<file path="config.mk">
export PLATFORM = sky130hd
export DESIGN_NAME = laser_array_ctrl_flat
export DESIGN_NICKNAME = d
export VERILOG_FILES = /design/src/rtl/laser_array_ctrl_if.sv /design/src/rtl/laser_array_ctrl.sv /design/src/flat_wrapper.sv
export SDC_FILE = /design/constraint.sdc
export NUM_CORES = 1
export LEC_CHECK = 0
export CAP_MARGIN = 25
export CORE_MARGIN = 4
export CORE_UTILIZATION = 31
export CTS_BUF_LIST = sky130_fd_sc_hd__clkbuf_4
export DETAILED_ROUTE_END_ITERATION = 6
export PLACE_DENSITY = 0.51
export SYNTH_ARGS = -nofsm -noshare
export SYNTH_HDL_FRONTEND = slang
export SYNTH_SLANG_ARGS = --single-unit
</file>
<file path="constraint.sdc">
create_clock -name clk -period 4.4 [get_ports clk]
set_clock_uncertainty 0.1 [all_clocks]
set_input_delay 0.66 -clock clk [delete_from_list [all_inputs] [get_ports clk]]
set_output_delay 0.66 -clock clk [all_outputs]
set_load 0.05 [all_outputs]
</file>
<file path="src/rtl/laser_array_ctrl_if.sv">
// laser_array_ctrl_if: handshake between the tower controller and the shared laser draw/erase datapath
interface laser_array_ctrl_if #(parameter int SEL_W = 2) ();
  logic op_start;
  logic op_erase;
  logic [SEL_W-1:0] op_sel;
  logic busy;
  logic op_done;
  modport master (output op_start, op_erase, op_sel, busy, input op_done);
  modport slave (input op_start, op_erase, op_sel, busy, output op_done);
endinterface

</file>
<file path="src/rtl/laser_array_ctrl.sv">
// laser_array_ctrl: per-slot laser FSMs with cooldown, round-robin arbitrated onto one shared
// draw/erase datapath
module laser_array_ctrl #(
  parameter int N_TOWERS = 4,
  parameter int SEL_W = 2,
  parameter int CD_W = 26,
  parameter int COOLDOWN = 50000000
) (
  input  logic                clk,
  input  logic                resetn,
  input  logic [N_TOWERS-1:0] tower_placed,
  input  logic [N_TOWERS-1:0] car_in_range,
  input  logic                enable_draw,
  laser_array_ctrl_if.master  op,
  output logic [N_TOWERS-1:0] drawn,
  output logic [N_TOWERS-1:0] fire
);
  typedef enum logic [2:0] {
    S_DISABLED, S_WAIT, S_REQ_DRAW, S_DRAWING, S_REQ_ERASE, S_ERASING, S_COOLDOWN
  } slot_e;
  typedef enum logic [0:0] {A_IDLE, A_BUSY} arb_e;
  slot_e st_q [N_TOWERS];
  slot_e st_d [N_TOWERS];
  logic [CD_W-1:0] cnt_q [N_TOWERS];
  logic [CD_W-1:0] cnt_d [N_TOWERS];
  logic [N_TOWERS-1:0] rem_q, rem_d, drawn_q, drawn_d, fire_q, fire_d, req;
  arb_e arb_q, arb_d;
  logic [SEL_W-1:0] rr_q, rr_d, sel_q, sel_d, gnt_idx;
  logic start_q, start_d, erase_q, erase_d, gnt_v, done;
  assign done = arb_q == A_BUSY && op.op_done && !start_q;
  always_comb begin
    for (int i = 0; i < N_TOWERS; i++)
      req[i] = st_q[i] == S_REQ_ERASE || (st_q[i] == S_REQ_DRAW && tower_placed[i]);
  end
  // descending scan so the lowest offset from rr_q wins
  always_comb begin
    gnt_v = 1'b0;
    gnt_idx = '0;
    for (int k = N_TOWERS - 1; k >= 0; k--) begin
      if (arb_q == A_IDLE && req[(int'(rr_q) + k) % N_TOWERS]) begin
        gnt_v = 1'b1;
        gnt_idx = SEL_W'((int'(rr_q) + k) % N_TOWERS);
      end
    end
  end
  always_comb begin
    arb_d = arb_q;
    rr_d = rr_q;
    start_d = 1'b0;
    erase_d = erase_q;
    sel_d = sel_q;
    if (gnt_v) begin
      arb_d = A_BUSY;
      start_d = 1'b1;
      sel_d = gnt_idx;
      erase_d = st_q[gnt_idx] == S_REQ_ERASE;
      rr_d = gnt_idx == SEL_W'(N_TOWERS - 1) ? '0 : gnt_idx + 1'b1;
    end else if (done) arb_d = A_IDLE;
  end
  always_comb begin
    for (int i = 0; i < N_TOWERS; i++) begin
      st_d[i] = st_q[i];
      cnt_d[i] = cnt_q[i];
      rem_d[i] = rem_q[i];
      drawn_d[i] = drawn_q[i];
      fire_d[i] = 1'b0;
      case (st_q[i])
        S_DISABLED: st_d[i] = tower_placed[i] ? S_WAIT : S_DISABLED;
        S_WAIT: begin
          if (!tower_placed[i]) begin
            st_d[i] = drawn_q[i] ? S_REQ_ERASE : S_DISABLED;
            rem_d[i] = drawn_q[i];
          end else if (enable_draw && car_in_range[i] && !drawn_q[i]) st_d[i] = S_REQ_DRAW;
          else if (enable_draw && !car_in_range[i] && drawn_q[i]) st_d[i] = S_REQ_ERASE;
        end
        S_REQ_DRAW: st_d[i] = !tower_placed[i] ? S_DISABLED : (gnt_v && gnt_idx == SEL_W'(i)) ? S_DRAWING : S_REQ_DRAW;
        S_REQ_ERASE: st_d[i] = (gnt_v && gnt_idx == SEL_W'(i)) ? S_ERASING : S_REQ_ERASE;
        S_DRAWING: begin
          if (done && sel_q == SEL_W'(i)) begin
            st_d[i] = S_WAIT;
            drawn_d[i] = 1'b1;
            fire_d[i] = 1'b1;
          end
        end
        S_ERASING: begin
          if (done && sel_q == SEL_W'(i)) begin
            drawn_d[i] = 1'b0;
            rem_d[i] = 1'b0;
            st_d[i] = rem_q[i] ? S_DISABLED : S_COOLDOWN;
            cnt_d[i] = rem_q[i] ? '0 : CD_W'(COOLDOWN - 1);
          end
        end
        S_COOLDOWN: begin
          st_d[i] = !tower_placed[i] ? S_DISABLED : cnt_q[i] == '0 ? S_WAIT : S_COOLDOWN;
          cnt_d[i] = (!tower_placed[i] || cnt_q[i] == '0) ? '0 : cnt_q[i] - 1'b1;
        end
        default: st_d[i] = S_DISABLED;
      endcase
    end
  end
  always_ff @(posedge clk or negedge resetn) begin
    if (!resetn) begin
      arb_q <= A_IDLE;
      rr_q <= '0;
      start_q <= 1'b0;
      erase_q <= 1'b0;
      sel_q <= '0;
      rem_q <= '0;
      drawn_q <= '0;
      fire_q <= '0;
      for (int i = 0; i < N_TOWERS; i++) begin
        st_q[i] <= S_DISABLED;
        cnt_q[i] <= '0;
      end
    end else begin
      arb_q <= arb_d;
      rr_q <= rr_d;
      start_q <= start_d;
      erase_q <= erase_d;
      sel_q <= sel_d;
      rem_q <= rem_d;
      drawn_q <= drawn_d;
      fire_q <= fire_d;
      for (int i = 0; i < N_TOWERS; i++) begin
        st_q[i] <= st_d[i];
        cnt_q[i] <= cnt_d[i];
      end
    end
  end
  assign op.op_start = start_q;
  assign op.op_erase = erase_q;
  assign op.op_sel = sel_q;
  assign op.busy = arb_q == A_BUSY;
  assign drawn = drawn_q;
  assign fire = fire_q;
endmodule

</file>
<file path="src/flat_wrapper.sv">
// flat-port wrapper written by rule: the top's interface ports become plain ports
module laser_array_ctrl_flat 
#(
  parameter int N_TOWERS = 4,
  parameter int SEL_W = 2,
  parameter int CD_W = 26,
  parameter int COOLDOWN = 50000000
)
  (clk, resetn, tower_placed, car_in_range, enable_draw, drawn, fire, op_op_start, op_op_erase, op_op_sel, op_busy, op_op_done);
  laser_array_ctrl_if #(.SEL_W(SEL_W)) op_i ();
  input  logic clk;
  input  logic resetn;
  input  logic [N_TOWERS-1:0] tower_placed;
  input  logic [N_TOWERS-1:0] car_in_range;
  input  logic enable_draw;
  output logic [N_TOWERS-1:0] drawn;
  output logic [N_TOWERS-1:0] fire;
  output wire logic [$bits(op_i.op_start)-1:0] op_op_start;
  output wire logic [$bits(op_i.op_erase)-1:0] op_op_erase;
  output wire logic [$bits(op_i.op_sel)-1:0] op_op_sel;
  output wire logic [$bits(op_i.busy)-1:0] op_busy;
  input wire logic [$bits(op_i.op_done)-1:0] op_op_done;
  assign op_op_start = op_i.op_start;
  assign op_op_erase = op_i.op_erase;
  assign op_op_sel = op_i.op_sel;
  assign op_busy = op_i.busy;
  assign op_i.op_done = op_op_done;
  laser_array_ctrl #(.N_TOWERS(N_TOWERS), .SEL_W(SEL_W), .CD_W(CD_W), .COOLDOWN(COOLDOWN)) u_core (.clk(clk), .resetn(resetn), .tower_placed(tower_placed), .car_in_range(car_in_range), .enable_draw(enable_draw), .op(op_i), .drawn(drawn), .fire(fire));
endmodule
</file>
Word-level counts from Yosys, hierarchy flattened
Index checks and enable logic that the tools add are counted.
{ "classes": {"mux": 126, "n_addsub": 8, "n_lt_le_gt_ge": 5, "n_bitwise": 5, "n_eq_ne": 47, "n_reduce_logical": 97} }
{ "ops": {"columns": ["operator", "n"], "rows": [
  ["$mux 26", 12],
  ["$pmux 26 s2", 4],
  ["$mux 3", 42],
  ["$logic_not 26->1", 4],
  ["$sub 26x1->26 const B", 4],
  ["$pmux 3 s7", 4],
  ["$mux 1", 46],
  ["$eq 3x3->1 const B", 13],
  ["$reduce_and 3->1", 12],
  ["$logic_and 1x1->1", 34],
  ["$reduce_bool 2->1", 13],
  ["$eq 3x2->1 const B", 8],
  ["$ne 2x1->1 const B", 8],
  ["$ne 4x2->1 const B", 4],
  ["$pmux 1 s2", 8],
  ["$logic_not 1->1", 13],
  ["$eq 3x1->1 const B", 4],
  ["$logic_not 3->1", 4],
  ["$lt 3x4->1 const B", 3],
  ["$mux 2", 5],
  ["$bmux 1 s2", 4],
  ["$eq 2x2->1 const B", 4],
  ["$logic_or 1x1->1", 8],
  ["$ne 2x2->1 const B", 4],
  ["other kinds (12)", 23]
]} }
{ "word_totals": {"word_cells": 310, "register_bits": 135, "out_inout_bits": 13, "in_bits": 12} }

Logic depth before layout (Yosys ltp)
Gate-level depths: netlist of run 1.
{ "logic_depth": {"depth_word": 16, "ltp_mapped": 12, "depth_no_buf": 11} }

Least setup slack after synthesis of run 1
OpenSTA, ideal clock, no wires.
{ "synth_timing": {"kind": "input to register", "startpoint": "in tower_placed[1]", "endpoint": "reg u_core.st_q[9] (netlist name)", "setup_ns": 0.120, "required_time_ns": 4.180, "path_stages": 12, "path_buffers": 1, "path_slack_ns": 1.041, "arrival_ns": 3.139, "path_cell_list": "clkbuf_1 nor4bb_1 or2_1 a41o_1 a2111oi_2 inv_1 ha_1 a31oi_1 o32a_1 a22o_1 a22oi_1 a31o_2"} }
{ "synth_via": {"elab_chain_len": 15, "elab_cells_between_ends": 31, "cone_classes": "mux (23); reduce/logical (8)"} }
{ "synth_lines": {"columns": ["element", "line_no", "rtl"], "rows": [
  ["from (decl)", "flat_wrapper.sv:13", "input logic [N_TOWERS-1:0] tower_placed;"],
  ["$logic_and 1x1->1 *", "laser_array_ctrl.sv:33", "req[i] = st_q[i] == S_REQ_ERASE || (st_q[i] == S_REQ_DRAW && tower_placed[i]);"],
  ["$logic_or 1x1->1 *", "laser_array_ctrl.sv:33", null],
  ["$bmux 1 s2", "laser_array_ctrl.sv:40", "if (arb_q == A_IDLE && req[(int'(rr_q) + k) % N_TOWERS]) begin"],
  ["$mux 1 (implied by the code) (2 in a row)", "laser_array_ctrl.sv:40", null],
  ["$logic_and 1x1->1", "laser_array_ctrl.sv:40", null],
  ["$mux 2 (3 in a row)", "laser_array_ctrl.sv:40", null],
  ["$mux 2 *", "laser_array_ctrl.sv:40", null],
  ["net u_core.gnt_idx[1]", "laser_array_ctrl.sv:28", "logic [SEL_W-1:0] rr_q, rr_d, sel_q, sel_d, gnt_idx;"],
  ["$logic_not 2->1 *", "laser_array_ctrl.sv:76, laser_array_ctrl.sv:77", null],
  ["$logic_and 1x1->1 *", "laser_array_ctrl.sv:76, laser_array_ctrl.sv:77", null],
  ["$mux 1", "laser_array_ctrl.sv:76, laser_array_ctrl.sv:77", null],
  ["$mux 3", "laser_array_ctrl.sv:76", "S_REQ_DRAW: st_d[i] = !tower_placed[i] ? S_DISABLED : (gnt_v && gnt_idx == SEL_W'(i)) ? S_DRAWING : S_REQ_DRAW ..."],
  ["$pmux 3 s7 *", "laser_array_ctrl.sv:67", "case (st_q[i])"],
  ["to (signal, indexed assignment)", "laser_array_ctrl.sv:125", "st_q[i] <= st_d[i];"],
  ["to (decl)", "laser_array_ctrl.sv:22", "slot_e st_q [N_TOWERS];"]
]} }
The timed path passes the listed nets; every way through them passes the cells marked *. The select of a mux whose other input is x is not followed.
A chain may end at the register's enable or synchronous reset.

Worst setup path after layout of run 1
{ "layout_timing": {"startpoint": "reg u_core.st_q[5] (netlist name)", "endpoint": "reg u_core.st_q[9] (netlist name)"} }
{ "layout_via": {"elab_chain_len": 16, "elab_cells_between_ends": 33, "cone_classes": "eq/ne (2); mux (23); reduce/logical (8)"} }
{ "layout_lines": {"columns": ["element", "line_no"], "rows": [
  ["$eq 3x2->1", "laser_array_ctrl.sv:33"],
  ["$logic_and 1x1->1", "laser_array_ctrl.sv:33"],
  ["$logic_or 1x1->1 *", "laser_array_ctrl.sv:33"],
  ["$bmux 1 s2", "laser_array_ctrl.sv:40"],
  ["$mux 1 (implied by the code) (2 in a row)", "laser_array_ctrl.sv:40"],
  ["$logic_and 1x1->1", "laser_array_ctrl.sv:40"],
  ["$mux 2 (3 in a row)", "laser_array_ctrl.sv:40"],
  ["$mux 2 *", "laser_array_ctrl.sv:40"],
  ["net u_core.gnt_idx[1]", "laser_array_ctrl.sv:28"],
  ["$logic_not 2->1 *", "laser_array_ctrl.sv:76, laser_array_ctrl.sv:77"],
  ["$logic_and 1x1->1 *", "laser_array_ctrl.sv:76, laser_array_ctrl.sv:77"],
  ["$mux 1", "laser_array_ctrl.sv:76, laser_array_ctrl.sv:77"],
  ["$mux 3", "laser_array_ctrl.sv:76"],
  ["$pmux 3 s7 *", "laser_array_ctrl.sv:67"]
]} }
Marks and branches as above.

==> results of run 1 <==
==> layout make-up <==
class                      count  share of cell area, %
tap                          341                   4.59
antenna                        1                 0.0269
sequential                   135                   36.3
timing repair buffer          46                   4.51
multi-input combinational    784                   50.0
clock buffer                  18                   1.45
inverter                      42                   1.70
clock inverter                12                   1.41
==> registers in the layout, summed over array words and instances, names as in the netlist <==
register and cells:
u_core.op.busy 1, u_core.op.op_sel 2, u_core.st_q 12, u_core.rr_q 2, u_core.op.op_erase 1, u_core.fire 4
u_core.cnt_q 104, u_core.op.op_start 1, u_core.rem_q 4, u_core.drawn 4
==> synth_stat cells (3+ instances only) <==
library cell,number,area (µm²)
sky130_fd_sc_hd__a221o_1,3,30.0
sky130_fd_sc_hd__nor3_1,67,335
sky130_fd_sc_hd__ha_1,12,150
sky130_fd_sc_hd__nor2_1,92,345
sky130_fd_sc_hd__dfrtp_1,135,3380
sky130_fd_sc_hd__o22ai_1,14,87.6
sky130_fd_sc_hd__o32ai_1,3,26.3
sky130_fd_sc_hd__inv_1,42,158
sky130_fd_sc_hd__nor3b_1,10,75.1
sky130_fd_sc_hd__a22o_1,24,210
sky130_fd_sc_hd__buf_2,8,40.0
sky130_fd_sc_hd__nand2b_1,12,75.1
sky130_fd_sc_hd__o21a_1,4,30.0
sky130_fd_sc_hd__a211oi_1,7,52.6
sky130_fd_sc_hd__nor2b_1,18,113
sky130_fd_sc_hd__a31oi_1,33,206
sky130_fd_sc_hd__or4_1,10,75.1
sky130_fd_sc_hd__and3_1,5,31.3
sky130_fd_sc_hd__or2_1,5,31.3
sky130_fd_sc_hd__clkbuf_1,53,199
sky130_fd_sc_hd__o2bb2ai_1,18,158
sky130_fd_sc_hd__a21oi_1,73,365
sky130_fd_sc_hd__buf_4,4,30.0
sky130_fd_sc_hd__o221a_2,3,33.8
sky130_fd_sc_hd__a41oi_1,4,35.0
sky130_fd_sc_hd__or3_1,23,144
sky130_fd_sc_hd__nand3_1,15,75.1
sky130_fd_sc_hd__nand4_1,9,56.3
sky130_fd_sc_hd__o31ai_1,11,82.6
sky130_fd_sc_hd__nand2_1,68,255
sky130_fd_sc_hd__o41ai_1,7,61.3
sky130_fd_sc_hd__o21ai_1,60,300
sky130_fd_sc_hd__o21ai_0,87,435
sky130_fd_sc_hd__xor2_1,5,43.8
sky130_fd_sc_hd__a21o_1,8,60.1
sky130_fd_sc_hd__nor4_1,22,138
==> logic make-up (layout without fill, tap and decap cells) <==
group,Yosys count,after routing,share of synthesized area (%)
AOI/OAI and AO/OA,388,388,29.1
and+or+nand+nor,375,375,22.8
DFF,135,135,40.0
buffers and inverters,110,118,5.27
adders and majority gates,12,12,1.78
xor gates and xnor gates,6,6,0.622
muxes,3,3,0.370
other,0,1,0
==> routing by layer <==
layer	wire length [µm]	vias up	global-route usage [%]
met2	9930	115	22.6
met3	661	20	2.75
met5	13	-	0
li1	-	3844	-
met1	11100	3688	21.7
met4	262	2	3.92
==> per-stage QoR <==
stage / setup WS [ns] / util [%] / power [mW] / hold WS, ns
after floorplan: 1.04 / - / 4.42 / 0.264
after global placement: 0.755 / 33.6 / 5.15 / 0.369
after detailed placement: 0.716 / 33.6 / 5.18 / 0.375
after CTS: 1.16 / 34.6 / 6.05 / 0.0957
after global routing: 0.829 / 34.6 / 6.56 / 0.118
final: 1.17 / 34.6 / 6.00 / 0.0796
==> power by group through the flow <==
stage	registers [mW]	clock network (mW)	logic, mW
floorplan	2.19	0	2.24
global placement	2.39	0	2.76
detailed placement	2.39	0	2.79
CTS	2.37	0.877	2.80
global route	2.47	0.930	3.16
finish	2.37	0.845	2.78
==> final timing paths <==
kind	start	to	slack [ns]	depth (start not counted)
max in group asynchronous	resetn	u_core.op.op_sel[0]	3.30	2
worst min register to register	u_core.cnt_q[96]	u_core.cnt_q[96]	0.40	1
worst max register to register	u_core.st_q[5]	u_core.st_q[9]	1.17	11
worst max-delay path	u_core.st_q[5]	u_core.st_q[9]	1.17	11
min in group clk	u_core.cnt_q[96]	u_core.cnt_q[96]	0.40	1
worst min-delay path	resetn	u_core.cnt_q[63]	0.08	1
==> results.txt, run 1 <==
The combined area of the multi-input logic cells came out at 4650 µm². The number of nets in the synthesized netlist is between 1000 and 1500. The routed wire length per instance came out at around 16 µm.

The highest ir drop seen on vdd is between 0.00015 and 0.0002 V. The starting density of the core came out at roughly a third. The layout has about 2800 filler cells. The worst setup path is captured at a flop. The tree is rooted in a sky130_fd_sc_hd__clkbuf_4.

The top cell types in the final layout, fill and taps aside, are 135 x sky130_fd_sc_hd__dfrtp_1, 92 x sky130_fd_sc_hd__nor2_1, 86 x sky130_fd_sc_hd__o21ai_0, 72 x sky130_fd_sc_hd__a21oi_1, 68 x sky130_fd_sc_hd__nand2_1. Row generation in the floorplan step produced 60 rows. The critical path is of the reg -> reg type. Among all flip-flop cells after synthesis, the most frequent one is sky130_fd_sc_hd__dfrtp_1. The count of final hold-check violations was 0.

The worst slew margin relative to its limit is a little under two fifths. At the end of the flow, the number of nets in the layout was approximately 1100. The area growth from synthesis to layout is 10.0%. The wire length of the first global-routing pass is around 38 mm. The final design instance area without fill came out at approximately 9300 µm². The fraction of power spent switching nets came out at a little under half. In the finished design, the share of the clock period the worst path needs comes to approximately three quarters.

The final number of max-transition violations is 0. After clock tree synthesis, the repair step resized 0 gates. The worst min-delay path category is in -> async. The biggest fanout along the worst timing path came out at 18. Based on the critical path, the design can be clocked at up to between 300 and 400 MHz.

The type of origin of the critical path is a flop. TritonCTS built the clock tree. After detailed routing, the number of vias per cell comes to 5.56. For this run, the slowest stage of the critical path takes between 0.6 and 0.7 ns. The pin count of the biggest net entering global routing came out at 88. The congestion estimate from routability-driven global placement came to ~0.80. The number of antenna violations at the first check in global routing came out at 2. In this run the static leakage power is ~3.6 nW. The critical path arrival came out at 3.57 ns. Walking the worst path, the cells encountered are nor3b_1 -> a21oi_1 -> a41o_1 -> a2111oi_2 -> inv_1 -> ha_1 -> a31oi_1 -> o32a_1 -> a22o_1 -> a22oi_1 -> a31o_2.

The number of H-tree branching levels is 4. The async set-reset flop share out of synthesis is between 90% and 100%. The required time of the critical path came out at roughly 4.7 ns.

The number of placed instances, taps included came out at 1348. The combinational share of power is 46.3%. The count of input and output buffers came out at 24.

The post-CTS clock slew at the launch and capture registers of the worst setup and hold paths is approximately 0.14 ns. Per report_power, the sequential group accounts for between 30 and 40% of the total. The number of clock buffers inserted by TritonCTS is 17.

The number of remaining DRC errors came out at 0. The number of maximum-capacitance constraint violations is 0. The instance area after placement came out at between 9000 and 10000 µm².

The netlist area before placement came out at 8450 µm². The number of enable-type register cells in the synthesized netlist came out at 0. After routing, the total negative slack on setup checks comes to 0 ns. The number of global-route vias before repair is roughly 7400. The first detailed-routing pass took 5 iterations.

The number of warnings reported in the yosys synthesis log is 0. The total overflow reported by the global router is 0. The standard cell core area is roughly 27000 µm².

The number of buffers and inverters on the critical path is 1. For the pin with the worst max-slew slack, the measured transition is ~0.9 ns. The number of violations reported at the end of detailed-routing iteration 0 came out at approximately 600. The die outline width came out at roughly 170 µm. The register area is 3380 µm². The fraction of final layout cells with drive strength greater than 1 is 7.14%.

The count of mapped cells out of synthesis is between 1000 and 1500. The flow ran to the end, and the final reports show no timing, DRC or antenna violations. Leaving out fill and tap cells, the most frequent cell in the layout is sky130_fd_sc_hd__dfrtp_1. The number of nets with antenna violations after detailed routing came out at 0.

The floorplan step set the die height to about 170 µm. The cell with the largest stage delay on the worst path is sky130_fd_sc_hd__dfrtp_1. The detailed placement HPWL came out at between 10 and 15 mm.

In this run the power spent charging and discharging nets is about 2.8 mW. The internal cell power came out at about 3.2 mW. Setup repair after global routing left no endpoint under its margin.

Setup violations remaining at the end of the flow were counted as 0. The total detailed-routing wirelength came out at roughly 22 mm. Global routing used between 10% and 20% of the available tracks across all layers. Buffers inserted to repair hold after CTS numbered 0. In this run, distinct cell masters in the synthesized netlist total between 70 and 80. In this run the post-CTS setup repair buffer count came out at 0. The number of placed I/O pins came out at 25. The clock period minus worst slack is approximately 3.2 ns. Synthesis inferred around 140 register bits. In this run the deepest clock path goes through 2 buffers.

The sequential area share after synthesis is 40.0%. The power per cell area came out at 645 nW/µm². The clock network accounts for between 10% and 20% of the total power. The clock latency at the later pin of the worst-skew pair came out at 0.55 ns. The die area came out at 30000 µm².

The non-filler instance count after layout is roughly 1400. The clock net in this run drives a total of about 140 sinks. The routed layout has approximately 7700 vias. Averaged over all synthesized cells, the footprint is a little over 8 µm². The cell family with the largest share of critical-path delay is compound AO/OA/AOI/OAI gates.
No activity file was read; power rests on OpenSTA's default activity.
==> inputs of run 2 (changes only) <==
==> constraint.sdc (replaced) <==
create_clock -name clk -period 3.3 [get_ports clk]
set_clock_uncertainty 0.1 [all_clocks]
set_input_delay 0.495 -clock clk [delete_from_list [all_inputs] [get_ports clk]]
set_output_delay 0.495 -clock clk [all_outputs]
set_load 0.05 [all_outputs]
==> results.txt, run 2 (synthesis gave the netlist of run 1 again) <==
The most common library cell in the layout ignoring fill and taps was sky130_fd_sc_hd__dfrtp_1 (unchanged). The count of final hold-check violations came to 0 (unchanged). The share of total power in sequential cells is 35.9% (was 39.6%).

The clock latency at the later pin of the worst-skew pair is 0.55 ns (about the same). The post-synthesis to final-layout area growth was 14.4% (was 10.0%). The critical path arrival came to 3.25 ns (was 3.57 ns). Most frequent cells in the layout: 135 x sky130_fd_sc_hd__dfrtp_1, 92 x sky130_fd_sc_hd__nor2_1, 86 x sky130_fd_sc_hd__o21ai_0, 73 x sky130_fd_sc_hd__a21oi_1, 68 x sky130_fd_sc_hd__nand2_1 (was 135 x sky130_fd_sc_hd__dfrtp_1, 92 x sky130_fd_sc_hd__nor2_1, 86 x sky130_fd_sc_hd__o21ai_0, 72 x sky130_fd_sc_hd__a21oi_1, 68 x sky130_fd_sc_hd__nand2_1). The number of inserted filler cells in the final layout came out at 2830 (was 2847). The CTS tree is built (unchanged). The pin count of the biggest net entering global routing came out at 59 (was 88).

The total overflow reported by the global router came out at 0 (unchanged). The non-filler instance count after layout is 1428 (was 1379). The met3 usage in global routing is 2.86% (was 2.75%). The final worst hold slack came out at 0.369 ns (was 0.0796 ns). The number of nets with antenna violations after detailed routing came out at 0 (unchanged). The internal cell power is 4.50 mW (was 3.18 mW). The endpoint of the lowest-slack register-to-register path is u_core.st_q[9] (unchanged).

The die outline width is 173 µm (unchanged). The power per cell area is 862 nW/µm² (was 645 nW/µm²). The met2 layer usage reported by global route came to 23.4% (was 22.6%). The switching component of the power came out at 3.83 mW (was 2.81 mW).

The type of the worst setup path is reg -> reg (unchanged). The required time of the critical path is 3.64 ns (was 4.74 ns). RSZ-0062 raised after global routing: no (unchanged). The clock network power share came to 14.1% (about the same).

The worst min-delay path category is in -> async (unchanged). The number of placed instances, taps included was 1393 (was 1348). The number of global-route vias before repair came to 7720 (was 7357). The overall die height is 173 µm (unchanged).

The worst slew margin relative to its limit is 35.7% (was 37.7%). Largest registers ranked by flip-flop count: u_core.cnt_q: 104 flops, u_core.st_q: 12 flops (unchanged). The number of iterations in the first detailed-routing pass came out at 5 (unchanged). The count of hold-fix buffers inserted at cts is 1 (was 0). The post-CTS resize count came to 0 (unchanged).

The met1 routing resource usage after global routing is 21.6% (was 21.7%). The clock period minus worst slack came out at 2.91 ns (was 3.23 ns). The number of maximum-capacitance constraint violations is 0 (unchanged). The post-CTS clock slew at the launch and capture registers of the worst setup and hold paths is 0.15 ns (was 0.14 ns). The combinational share of power came to 50.0% (was 46.3%). The number of failing setup endpoints in the final timing report came out at 0 (unchanged). The fmax came out at 343 MHz (was 310 MHz). The final clock period utilization by the worst path is 88.3% (was 73.4%). The number of H-tree branching levels came out at 4 (unchanged). The detailed placement HPWL is 15.2 mm (was 14.4 mm). The number of placed I/O pins is 25 (unchanged). The fraction of power spent switching nets is 46.0% (was 46.9%).

The number of clock buffers inserted by TritonCTS is 17 (unchanged). The total detailed-routing wirelength is 22.1 mm (was 22.0 mm). The worst reg2reg path depth is 11 (unchanged). The total number of vias came to 7782 (was 7669). The sink count of the clock tree is 135 (unchanged). The flip-flop count of the largest register, all copies and words added came out at 104 (unchanged). The type of origin of the critical path is a flop (unchanged).

The placer congestion estimate was 0.819 (was 0.800). The number of violations reported at the end of detailed-routing iteration 0 is 567 (was 611). The final number of max-transition violations is 0 (unchanged). The number of remaining DRC errors was 0 (unchanged). The leakage power summed over all cells came out at 3.87 nW (was 3.63 nW). The overall fraction of global-route tracks in use came out at 15.1% (was 14.8%). The total number of placement rows is 60 (unchanged).

The slew at the pin closest to its max-slew limit is 0.958 ns (was 0.926 ns). The count of input and output buffers came out at 24 (unchanged). The setup fix buffers added after clock tree synthesis is 0 (unchanged). The highest ir drop seen on vdd came out at 0.000246 V (was 0.000158 V). Run status: finished clean (unchanged). The die area came out at 30000 µm² (unchanged).

The fraction of final layout cells with drive strength greater than 1 came to 11.2% (was 7.14%). The launching point of the worst reg2reg path is u_core.st_q[11] (was u_core.st_q[5]). The category of the worst setup path capture point is a flop (unchanged). The root buffer cell is sky130_fd_sc_hd__clkbuf_4 (unchanged).

The biggest fanout along the worst timing path came out at 5 (was 18). The register-to-register setup slack came out at 0.39 ns (was 1.17 ns). The number of nets at the end of the flow came out at 1096 (was 1050). The maximum number of buffers from clock root to sink is 2 (unchanged). The wire length of the first global-routing pass came to 38.7 mm (was 37.9 mm). The register containing the most flip-flops in the final layout was u_core.cnt_q (unchanged).

The routed wire length per instance came to 15.5 µm (was 16.0 µm). The standard cell core area came out at 26900 µm² (unchanged). The most used routing layer in global routing is met2 (unchanged).

The starting density of the core is 31.4% (unchanged). The via density per instance came out at 5.45 (was 5.56). The number of antenna violations at the first check in global routing came to 3 (was 2).
run 2: routing by layer:
| metal | up-vias | part of all wire [%] |
|---|---|---|
| met1 | 3694 | 51 |
| met4 | 2 | 1.1 |
| met3 | 13 | 3.6 |
| met2 | 130 | 45 |
| met5 | - | 0.059 |
| li1 | 3943 | - |
run 2: power groups by stage:
stage	combinational (mW)	sequential (mW)	clock [mW]
floorplan	2.98	2.92	0
global placement	4.14	3.02	0
detailed placement	4.16	3.02	0
CTS	4.19	2.99	1.24
global route	4.70	3.12	1.30
finish	4.17	2.99	1.17
run 2: critical path, stage by stage (launching register included):
cell,delay [ns]
sky130_fd_sc_hd__dfrtp_1,0.43
sky130_fd_sc_hd__nor2b_1,0.31
sky130_fd_sc_hd__o21ai_1,0.19
sky130_fd_sc_hd__a41o_1,0.29
sky130_fd_sc_hd__a2111oi_2,0.39
sky130_fd_sc_hd__inv_1,0.12
sky130_fd_sc_hd__ha_1,0.23
sky130_fd_sc_hd__a31oi_1,0.17
sky130_fd_sc_hd__o32a_1,0.18
sky130_fd_sc_hd__a22o_1,0.13
sky130_fd_sc_hd__a22oi_1,0.08
sky130_fd_sc_hd__a31o_2,0.21
run 2: final cells by class:
cell class / instances / area (µm²) / share of cell area, %
Clock inverter: 13 / 148 / 1.53
Clock buffer: 19 / 143 / 1.48
Tap cell: 341 / 427 / 4.41
Sequential cell: 135 / 3380 / 34.9
Inverter: 42 / 158 / 1.63
Timing Repair Buffer: 92 / 767 / 7.93
Antenna cell: 2 / 5.00 / 0.0518
Multi-Input combinational cell: 784 / 4640 / 48.0
run 2: worst max path at each step:
stage / startpoint / to / slack (ns) / cells after the start
4_1_cts: u_core.st_q[11] / u_core.st_q[9] / 0.40 / 11
3_5_place_dp: tower_placed[0] / u_core.st_q[9] / -0.05 / 12
6_report: u_core.st_q[11] / u_core.st_q[9] / 0.39 / 11
3_3_place_gp: tower_placed[0] / u_core.st_q[9] / -0.06 / 12
5_1_grt: u_core.st_q[11] / u_core.st_q[6] / 0.20 / 12
2_1_floorplan: tower_placed[1] / u_core.st_q[9] / 0.11 / 12
run 2: stage by stage:
step / instance area, µm² / total power [mW] / setup TNS [ns] / utilization, % / setup WS [ns]
after floorplan: 8450 / 5.90 / 0 / - / 0.106
after global placement: 9360 / 7.16 / -0.0554 / 34.8 / -0.0554
after detailed placement: 9360 / 7.18 / -0.0585 / 34.8 / -0.0515
after CTS: 9660 / 8.42 / 0 / 35.9 / 0.401
after global routing: 9670 / 9.13 / 0 / 36.0 / 0.204
final: 9670 / 8.33 / 0 / 36.0 / 0.388
